## src/rtl/popcount_window_accumulator.sv

```systemverilog
// Window accumulator for the popcount stream: sums counts over WINDOW samples,
// tracks the largest count and flags sums above THRESHOLD.
module popcount_window_accumulator #(
    parameter  int CNT_WIDTH = 7,
    parameter  int WINDOW    = 16,
    parameter  int THRESHOLD = 512,
    localparam int SUM_W     = CNT_WIDTH + $clog2(WINDOW),
    localparam int WCNT_W    = $clog2(WINDOW) + 1
) (
    input  logic                 clk_i,
    input  logic                 arst_n_i,
    input  logic [CNT_WIDTH-1:0] data_i,
    input  logic                 data_val_i,
    input  logic                 flush_i,
    output logic [SUM_W-1:0]     sum_o,
    output logic [CNT_WIDTH-1:0] max_o,
    output logic [WCNT_W-1:0]    words_o,
    output logic                 over_thr_o,
    output logic                 sum_val_o
);

    typedef enum logic {EMPTY, ACCUM} state_t;

    localparam logic [WCNT_W-1:0] WIN_CNT = WCNT_W'(WINDOW);
    localparam logic [31:0]       THR     = THRESHOLD;

    state_t               state_q;
    logic [SUM_W-1:0]     acc_q;
    logic [CNT_WIDTH-1:0] max_q;
    logic [WCNT_W-1:0]    cnt_q;

    logic [SUM_W-1:0]     base_acc, nxt_acc;
    logic [CNT_WIDTH-1:0] base_max, nxt_max;
    logic [WCNT_W-1:0]    base_cnt, nxt_cnt;
    logic                 close;
    logic                 nxt_over;

    always_comb begin
        base_acc = (state_q == ACCUM) ? acc_q : '0;
        base_max = (state_q == ACCUM) ? max_q : '0;
        base_cnt = (state_q == ACCUM) ? cnt_q : '0;
        nxt_acc  = base_acc;
        nxt_max  = base_max;
        nxt_cnt  = base_cnt;
        if (data_val_i) begin
            nxt_acc = base_acc + SUM_W'(data_i);
            nxt_max = (data_i > base_max) ? data_i : base_max;
            nxt_cnt = base_cnt + WCNT_W'(1);
        end
        // A flush with nothing held (and no sample this cycle) is a no-op.
        close    = (nxt_cnt != '0) && (flush_i || (nxt_cnt == WIN_CNT));
        nxt_over = 32'(nxt_acc) > THR;
    end

    always_ff @(posedge clk_i or negedge arst_n_i) begin
        if (!arst_n_i) begin
            state_q    <= EMPTY;
            acc_q      <= '0;
            max_q      <= '0;
            cnt_q      <= '0;
            sum_o      <= '0;
            max_o      <= '0;
            words_o    <= '0;
            over_thr_o <= 1'b0;
            sum_val_o  <= 1'b0;
        end else begin
            sum_val_o <= close;
            if (close) begin
                sum_o      <= nxt_acc;
                max_o      <= nxt_max;
                words_o    <= nxt_cnt;
                over_thr_o <= nxt_over;
                acc_q      <= '0;
                max_q      <= '0;
                cnt_q      <= '0;
                state_q    <= EMPTY;
            end else begin
                acc_q   <= nxt_acc;
                max_q   <= nxt_max;
                cnt_q   <= nxt_cnt;
                state_q <= (nxt_cnt != '0) ? ACCUM : EMPTY;
            end
        end
    end

endmodule

```

## config.mk

```make
export PLATFORM = sky130hd
export DESIGN_NAME = popcount_window_accumulator
export DESIGN_NICKNAME = d
export VERILOG_FILES = /design/src/rtl/popcount_window_accumulator.sv
export SDC_FILE = /design/constraint.sdc
export NUM_CORES = 1
export LEC_CHECK = 0
export CORE_ASPECT_RATIO = 0.8
export CORE_UTILIZATION = 50
export CTS_CLUSTER_SIZE = 40
export DETAILED_ROUTE_END_ITERATION = 8
export GPL_TIMING_DRIVEN = 0
export HOLD_SLACK_MARGIN = 0.08
export PLACE_DENSITY = 0.84
export RECOVER_POWER = 100
export SLEW_MARGIN = 30
export SYNTH_ARGS = -nofsm -noshare
export SYNTH_HDL_FRONTEND = slang
export SYNTH_SLANG_ARGS = --single-unit
export TNS_END_PERCENT = 1
```

## constraint.sdc

```tcl
create_clock -name clk_i -period 4 [get_ports clk_i]
set_clock_uncertainty 0.05 [all_clocks]
set_input_delay 0.8 -clock clk_i [delete_from_list [all_inputs] [get_ports clk_i]]
set_output_delay 0.8 -clock clk_i [all_outputs]
set_load 0.01 [all_outputs]
```

==> out/summary.txt <==
vias in the first global route - 2067
clk slew on worst S/H paths - 0.09 ns
core area - 5150 um2
Layout Cells excl Fill - 395
Worst EP arrival - 3.66 ns
RSZ-0062 raised after global routing - no
nature of the critical path startpoint - flip-flop
clock share of power - 25.0%
number of synthesized flops with an enable pin - 0
pin count of the biggest net entering global routing - 50
Die H - 68.3 um
CP required - 4.15 ns
first-pass GRT wire length - 10.3 mm
I/O Buffers - 34
area leader, netlist - dfrtp_1
die area - 5800 um2
post-synthesis async set-or-reset flop share - 100%
peak supply drop - 332 uV
DRT iter0 DRCs - 205
area delta synth->final - 17.2%
Site Rows - 23
Most used DFF post-synth - dfrtp_1
reg-to-reg startpoint - state_q
Synth cell types - 43
switching share of total power - 31.1%
vias - 2177
CTS Buf Count - 5
H-tree depth - 2
synthesized instance count - 291
Synth Warn # - 0
hold_buf cts - 0
final setup violation count - 0
maximum clock frequency - 285 MHz
post-route setup slack - 0.491 ns
Overall Power - 1.18 mW
DP HPWL - 4.65 mm
period utilization - 87.7%
combinational power share - 25.7%
Pleak - 1.49 nW
Seq/Total Area, Yosys - 44.6%
flop2flop setup slack - 0.49 ns
failing checks - design-rule violations, max-capacitance violations, max-slew violations
cell area power density - 366 nW/um2
Mapped Nets - 317
Critical Path End Type - flip-flop
Die Width - 84.9 um
CP Max Fanout - 10
Setup WS pre-CTS - 0.579 ns
final WL - 6.22 mm
IO Count - 36
ANT cells - 0
most common cell in the netlist - dfrtp_1
Int Power - 0.813 mW
clk_lat worst skew - 0.30 ns
First-pass DRT Iterations - 7
Routed Antenna Nets - 0
Worst-Margin Slew - 2.51 ns
largest cells by area after synthesis - dfrtp_1 45%, ha_1 6.8%, nor2_1 6.4%
Final Hold Fails - 0
share of power burned in registers - 49.3%
clock period minus final worst setup slack - 3.51 ns
Crit Path Class - reg2reg
worst hold path class - reg2reg
RePlAce Congestion - 0.936
Fill cells - 441
GRT Overall Usage - 23.7%
Remaining DRCs - 2
Synth top area share - 44.6%
Min Hold Slack - 0.472 ns
Worst Reg-to-Reg Cells - 13
NumNets Final - 358
root buffer cell - clkbuf_8
Avg Inst Size Synth - 9.44 um2
mapped cell area - 2750 um2
layout cells sized above 1 - 5.71%
Yosys reg bits - 49
Rel. slew slack - -67.3%
setup TNS - 0 ns
Max Slew Vio Count - 50
Reg-to-Reg End - over_thr_o
post-CTS setup buffer count - 0
placed cells - 387
grt ovf - 0
antenna violations before repair - 0
via/cell ratio - 5.51
routed len/inst - 15.7 um
TritonCTS clock tree - built
initial core utilization - 53.3%
max-cap violations - 1
CTS Sinks - 49
Setup crit end - over_thr_o
status - finished, violations left
Synth top cells by count - 49 x dfrtp_1, 47 x nor2_1, 30 x a21oi_1
Clock Tree Buf Depth - 2
crit path from - state_q
net switching power - 0.366 mW
post-cts repair resize count - 0
state kept, by name (all words and copies together) (netlist names), 5 cells and up:
signal / flops
sum_o: 11
acc_q: 11
max_o: 7
words_o: 5
cnt_q: 5
max_q: 7
placed cells by master (no fill, tap or decap), types with 2 or more instances in the layout:
cell and n:
buf_6 3, buf_2 5, and2_0 3, nand2_1 22
nor2b_1 3, a21o_1 3, a31oi_1 3, mux2i_1 10
nor2_1 47, dfrtp_1 49, and2_1 5, clkbuf_8 5
nor3_1 3, o22a_1 2, clkbuf_1 9, xnor2_1 10
dlygate4sd3_1 26, inv_1 18, nand2b_1 4, ha_1 15
o2111ai_1 2, o21ai_0 8, nand3_1 5, xor2_1 4
clkdlybuf4s50_1 7, mux2_1 7, a21oi_1 30, o31ai_1 4
nand4_1 3
cell type report:
cell class                 instances  area, um2  share of cell area [%]
tap                               62       77.6                    2.41
buffer                            17       96.3                    2.99
clock buffer                       5       68.8                    2.14
clock inverter                     3       21.3                   0.660
timing repair buffer              34        334                    10.4
sequential                        49       1230                    38.1
multi-input combinational        207       1330                    41.3
inverter                          18       67.6                    2.10
through the flow:
| stage | instance area (um2) | util [%] |
|---|---|---|
| 6_report | 3220 | 62.5 |
| 5_1_grt | 3220 | 62.5 |
| 4_1_cts | 3250 | 63.2 |
| 3_5_place_dp | 3160 | 61.4 |
| 3_3_place_gp | 3170 | 61.5 |
| 2_1_floorplan | 2750 | - |
metal layers:
layer / global-route usage, % / share of wire (%)
met1: 34.3 / 48
met2: 36.9 / 44
met3: 4.46 / 6.7
met4: 6.57 / 1.5
met5: 0 / 0
worst min-delay path by stage:
stage / start / to / slack [ns] / cells past startpoint
floorplan: arst_n_i / acc_q[0] / 0.45 / 0
global placement: over_thr_o / over_thr_o / 0.45 / 1
detailed placement: over_thr_o / over_thr_o / 0.45 / 1
CTS: arst_n_i / max_o[4] / 0.47 / 1
global route: over_thr_o / over_thr_o / 0.49 / 1
finish: words_o[3] / words_o[3] / 0.47 / 2
power by group through the flow:
stage	Combinational, mW	Sequential, mW	Clock (mW)
5_1_grt	0.335	0.589	0.316
6_report	0.302	0.581	0.295
4_1_cts	0.326	0.583	0.299
3_3_place_gp	0.318	0.591	0
3_5_place_dp	0.323	0.593	0
2_1_floorplan	0.154	0.610	0
cells by family after synthesis:
family                   Yosys count  synth area share, %
adder cells (fa/ha/maj)           15                 6.83
buffers and inverters             35                 6.42
flip-flops                        49                 44.6
AND/OR/NAND/NOR                   99                 16.9
AO/OA/AOI/OAI                     62                 14.2
XOR/XNOR                          14                 4.46
multiplexers                      17                 6.51
critical path: stages (launching register included):
cell and delay [ns]:
dfrtp_1 0.41, buf_6 0.17, clkbuf_1 0.38, buf_4 0.27, and2_0 0.19, ha_1 0.24, buf_2 0.18, nand2_1 0.11
o31ai_1 0.09, and4b_1 0.22, nor3_1 0.47, o2111a_1 0.28, a41oi_1 0.14, o22a_1 0.21
Power figures use the tool's default switching activity.
==> RTL edit 1: new RTL, config.mk and constraints unchanged <==
Add an input register stage for `data_i`, `data_val_i` and `flush_i`, without a reset; this delays them by one clock.
--- a/src/rtl/popcount_window_accumulator.sv
+++ b/src/rtl/popcount_window_accumulator.sv
@@ -24,6 +24,16 @@
     localparam logic [WCNT_W-1:0] WIN_CNT = WCNT_W'(WINDOW);
     localparam logic [31:0]       THR     = THRESHOLD;
 
+    logic [CNT_WIDTH-1:0] data_q;
+    logic data_val_q;
+    logic flush_q;
+
+    always_ff @(posedge clk_i) begin
+        data_q     <= data_i;
+        data_val_q <= data_val_i;
+        flush_q    <= flush_i;
+    end
+
     state_t               state_q;
     logic [SUM_W-1:0]     acc_q;
     logic [CNT_WIDTH-1:0] max_q;
@@ -42,13 +52,13 @@
         nxt_acc  = base_acc;
         nxt_max  = base_max;
         nxt_cnt  = base_cnt;
-        if (data_val_i) begin
-            nxt_acc = base_acc + SUM_W'(data_i);
-            nxt_max = (data_i > base_max) ? data_i : base_max;
+        if (data_val_q) begin
+            nxt_acc = base_acc + SUM_W'(data_q);
+            nxt_max = (data_q > base_max) ? data_q : base_max;
             nxt_cnt = base_cnt + WCNT_W'(1);
         end
         // A flush with nothing held (and no sample this cycle) is a no-op.
-        close    = (nxt_cnt != '0) && (flush_i || (nxt_cnt == WIN_CNT));
+        close    = (nxt_cnt != '0) && (flush_q || (nxt_cnt == WIN_CNT));
         nxt_over = 32'(nxt_acc) > THR;
     end
 
Behaviour: not the same (Yosys sat finds a counterexample within 4 cycles, from zero or initial values and one cycle with arst_n_i low).
==> RTL edit 1 against the unedited design <==
  * The flow finishes with violations (capacitance limit, slew limit)
  * Sequential cell count up 9
  * First-iteration DRC count is 8.8% higher
  * Worst setup slack lost 0.16 ns
  * Maximum frequency down 4.3%
  * Routed wire length rose by 7.7%
  * Design area is 9.3% higher
  * Power up 32%
  * Area after synthesis up 6.0%
  * Largest cell class is now registers
  * Highest routed layer unchanged
==> RTL edit 1: results (changes against the unedited design) <==
[run_status]
status=complete, but fails checks
violations=capacitance limit, slew limit

[sta]
finalMaxSlewViolations=50  ; unchanged
relSlewSlack=-0.702  ; -0.0286

[clock_tree]
cts_buffers=9  ; +4
clock_latency_ns=0.35  ; +0.05 ns
path_clk_slew_ns=0.07  ; -0.02 ns
cts_htree_levels=3  ; +1

[placement]
portBuffers=35  ; +2.9%
routabilityCongestion=0.929  ; -0.66%
dpl.hpwl_um=4800  ; +3.3%
dp.cells=411  ; +6.2%

[power]
leakagePower_nw=1.63  ; +9.1%
ir_drop_uv=335  ; +0.73%

[job]
maxCapViolCount=1  ; unchanged

[final_layout]
final_cells=427  ; +8.1%
drive_above_1_share=0.0745  ; +0.0174

[route]
first_pass_iters=4  ; -3
vias_per_cell=5.45  ; -1.1%

[synth]
synth_nets=324  ; +2.2%
ys_async_sr_fraction=0.845  ; -0.155
synth.distinct_cells=47  ; +9.3%
ys_top_cells_by_area=dfrtp_1 42%, ha_1 6.4%, dfxtp_1 6.2%
synth_common_cells=49 x dfrtp_1, 46 x nor2_1, 29 x a21oi_1
yosysSeqAreaShare=0.483  ; +0.0368

[global_route]
grt.total_usage=0.241  ; +0.00382

[setup_path]
worstPathArrival_ns=3.86  ; +0.20 ns

==> RTL edit 1: area by class of cell <==
type | count | area [sq um]
fill | 453 | 2000
sequential | 58 | 1410
multi-input combinational | 206 | 1320
timing repair buffer | 35 | 344
clock buffer | 10 | 128
tap | 78 | 97.6
clock inverter | 6 | 82.6
buffer | 16 | 78.8
inverter | 18 | 67.6
==> RTL edit 1: path summary, 6_finish.rpt <==
kind	startpoint	end	slack [ns]	cells past startpoint
setup / recovery	state_q	over_thr_o	0.33	12
max in group asynchronous	arst_n_i	sum_val_o	1.25	1
min in group asynchronous	arst_n_i	max_o[3]	1.19	1
hold reg to reg	flush_q	cnt_q[2]	0.45	1
setup reg to reg	state_q	over_thr_o	0.33	12
hold / removal	flush_q	cnt_q[2]	0.45	1
==> RTL edit 1: through the flow <==
step	area (sq um)	setup WS (ns)	power (W)	hold slack [ns]
final	3520	0.334	0.00156	0.448
after floorplan	2910	1.17	0.000856	0.397
after global placement	3360	0.624	0.000995	0.422
after CTS	3570	0.524	0.00159	0.426
after detailed placement	3360	0.545	0.00101	0.428
after global routing	3520	0.168	0.00162	0.472
==> RTL edit 1: routing by layer <==
layer  global-route usage  share of wire
met1                0.357           0.48
met2                0.328           0.44
met3               0.0816          0.070
met4               0.0820          0.014
met5                    0              0
==> RTL edit 1: where the power goes <==
part           total [W]  internal [W]  switching, W
registers       0.000681      0.000647     0.0000342
clock network   0.000585      0.000347      0.000238
logic           0.000291      0.000129      0.000162
total            0.00156       0.00112      0.000434
==> RTL edit 1: logic make-up after synthesis <==
kind of cell             Yosys count  share of synthesized area
AO/OA/AOI/OAI                     62                      0.137
flip-flops                        58                      0.483
XOR/XNOR                          14                     0.0421
adder cells (fa/ha/maj)           15                     0.0645
buffers and inverters             34                     0.0546
AND/OR/NAND/NOR                   98                      0.154
multiplexers                      17                     0.0653
==> RTL edit 1: worst max-delay path, cell delays in order, from the launching register on <==
cell      delay, ns
dfrtp_1        0.43
buf_6          0.18
clkbuf_1       0.41
buf_2          0.33
and2_0         0.19
ha_1           0.27
a22oi_1        0.12
o31ai_1        0.35
nor3_1         0.10
nor3_1         0.52
o2111a_1       0.29
a41oi_1        0.13
o22a_1         0.21
==> RTL edit 2: new RTL, same flow settings <==
Without the edit above. `CNT_WIDTH`: 7 -> 9.
--- a/src/rtl/popcount_window_accumulator.sv
+++ b/src/rtl/popcount_window_accumulator.sv
@@ -1,7 +1,7 @@
 // Window accumulator for the popcount stream: sums counts over WINDOW samples,
 // tracks the largest count and flags sums above THRESHOLD.
 module popcount_window_accumulator #(
-    parameter  int CNT_WIDTH = 7,
+    parameter  int CNT_WIDTH = 9,
     parameter  int WINDOW    = 16,
     parameter  int THRESHOLD = 512,
     localparam int SUM_W     = CNT_WIDTH + $clog2(WINDOW),
Interface: changed (resized data_i, max_o and sum_o); port bits go from 36 to 42. The function was not compared with the original's and may differ.
==> RTL edit 2 against the unedited design <==
  * The run ends with capacitance limit, slew limit left
  * Sequential cell count up 8
  * Design area up 20%
  * Power up 42%
  * Worst setup slack worse by 0.22 ns
  * Via count up 18%
  * Routed wire length up 19%
  * First-iteration DRC count down 20%
  * Area after synthesis up 14%
  * Critical endpoint is now max_q[6]
==> RTL edit 2: results (changes against the unedited design) <==
[synth]
synth_nets=366  ; +15%
synth_compound_area_frac=0.151  ; +0.00869
yosysSeqAreaShare=0.457  ; +0.0108
syn_inst=333  ; +14%
synth_common_cells=57 x dfrtp_1, 55 x nor2_1, 34 x a21oi_1
synthAdderAreaFrac=0.0826  ; +0.0143
synth.distinct_cells=50  ; +16%

[final_layout]
finalNetCount=419  ; +17%

[power]
leakagePower_nw=1.83  ; +23%
ir_drop_uv=315  ; -5.1%
switching_share=0.272  ; -0.0382

[global_route]
grt.total_usage=0.251  ; +0.0142
use_met1=0.330  ; -0.0128
grt_pass1_wl_um=12600  ; +22%
grt_pass1_vias=2651  ; +28%
grt_max_degree=30  ; -40%
gr-usage-met2=0.416  ; +0.0476

[run_status]
status=complete, but fails checks
violations=capacitance limit, slew limit

[placement]
routabilityCongestion=0.865  ; -7.6%

[route]
via_count=2561  ; +18%
vias_per_cell=5.43  ; -1.6%
wl_met3_um=521  ; +26%
wl_met1_um=3350  ; +12%

[setup_path]
crit_start=data_val_i
worstPathArrival_ns=3.88  ; +0.22 ns
reg2reg_slack_ns=0.32  ; -0.17 ns

[clock_tree]
clock_sinks=57  ; +16%
cts_htree_levels=3  ; +1
clock_latency_ns=0.35  ; +0.05 ns
cts_buffers=9  ; +4
path_clk_slew_ns=0.07  ; -0.02 ns

[worst_hold_path]
hp-start=over_thr_o
hold_path_depth=1  ; -1

[job]
maxCapViolCount=2  ; +1

[sta]
finalMaxSlewViolations=60  ; +20%

-- RTL edit 2: changes by cell type in the layout (fill, tap and decap cells not counted), sizes merged, moves of 5 or more --
| cell | change |
|---|---|
| nand2 | +6 |
| dfrtp | +8 |
| clkbuf | +9 |
| o21a | +6 |
| nor2 | +8 |
| buf | -5 |
-- RTL edit 2: through the flow --
| step | utilization | setup WS [ns] |
|---|---|---|
| finish | 0.647 | 0.274 |
| global route | 0.647 | 0.0616 |
| CTS | 0.653 | 0.250 |
| detailed placement | 0.611 | 0.276 |
| global placement | 0.608 | 0.349 |
| floorplan | - | 0.918 |
-- RTL edit 2: kinds of logic after synthesis --
| kind of cell | Yosys count |
|---|---|
| buffers and inverters | 35 |
| DFF | 57 |
| adders and majority gates | 20 |
| xor gates and xnor gates | 11 |
| muxes | 14 |
| AOI/OAI and AO/OA | 75 |
| and+or+nand+nor | 121 |
-- RTL edit 2: layout make-up --
type                    instances  area [sq um]  area share
flip-flops and latches         57          1430       0.369
well taps                      81           101      0.0262
clock buffers                  10           138      0.0356
clock inverters                 6           114      0.0294
plain buffers                  15          62.6      0.0162
repair buffers                 42           408       0.105
multi-input cells             241          1540       0.399
inverters                      20          75.1      0.0194
-- RTL edit 2: power groups by stage --
| stage | Clock (W) | Sequential [W] | Combinational [W] |
|---|---|---|---|
| after floorplan | 0 | 0.000703 | 0.000155 |
| after global placement | 0 | 0.000682 | 0.000334 |
| after detailed placement | 0 | 0.000685 | 0.000345 |
| after CTS | 0.000688 | 0.000675 | 0.000348 |
| after global routing | 0.000718 | 0.000681 | 0.000356 |
| final | 0.000683 | 0.000673 | 0.000323 |
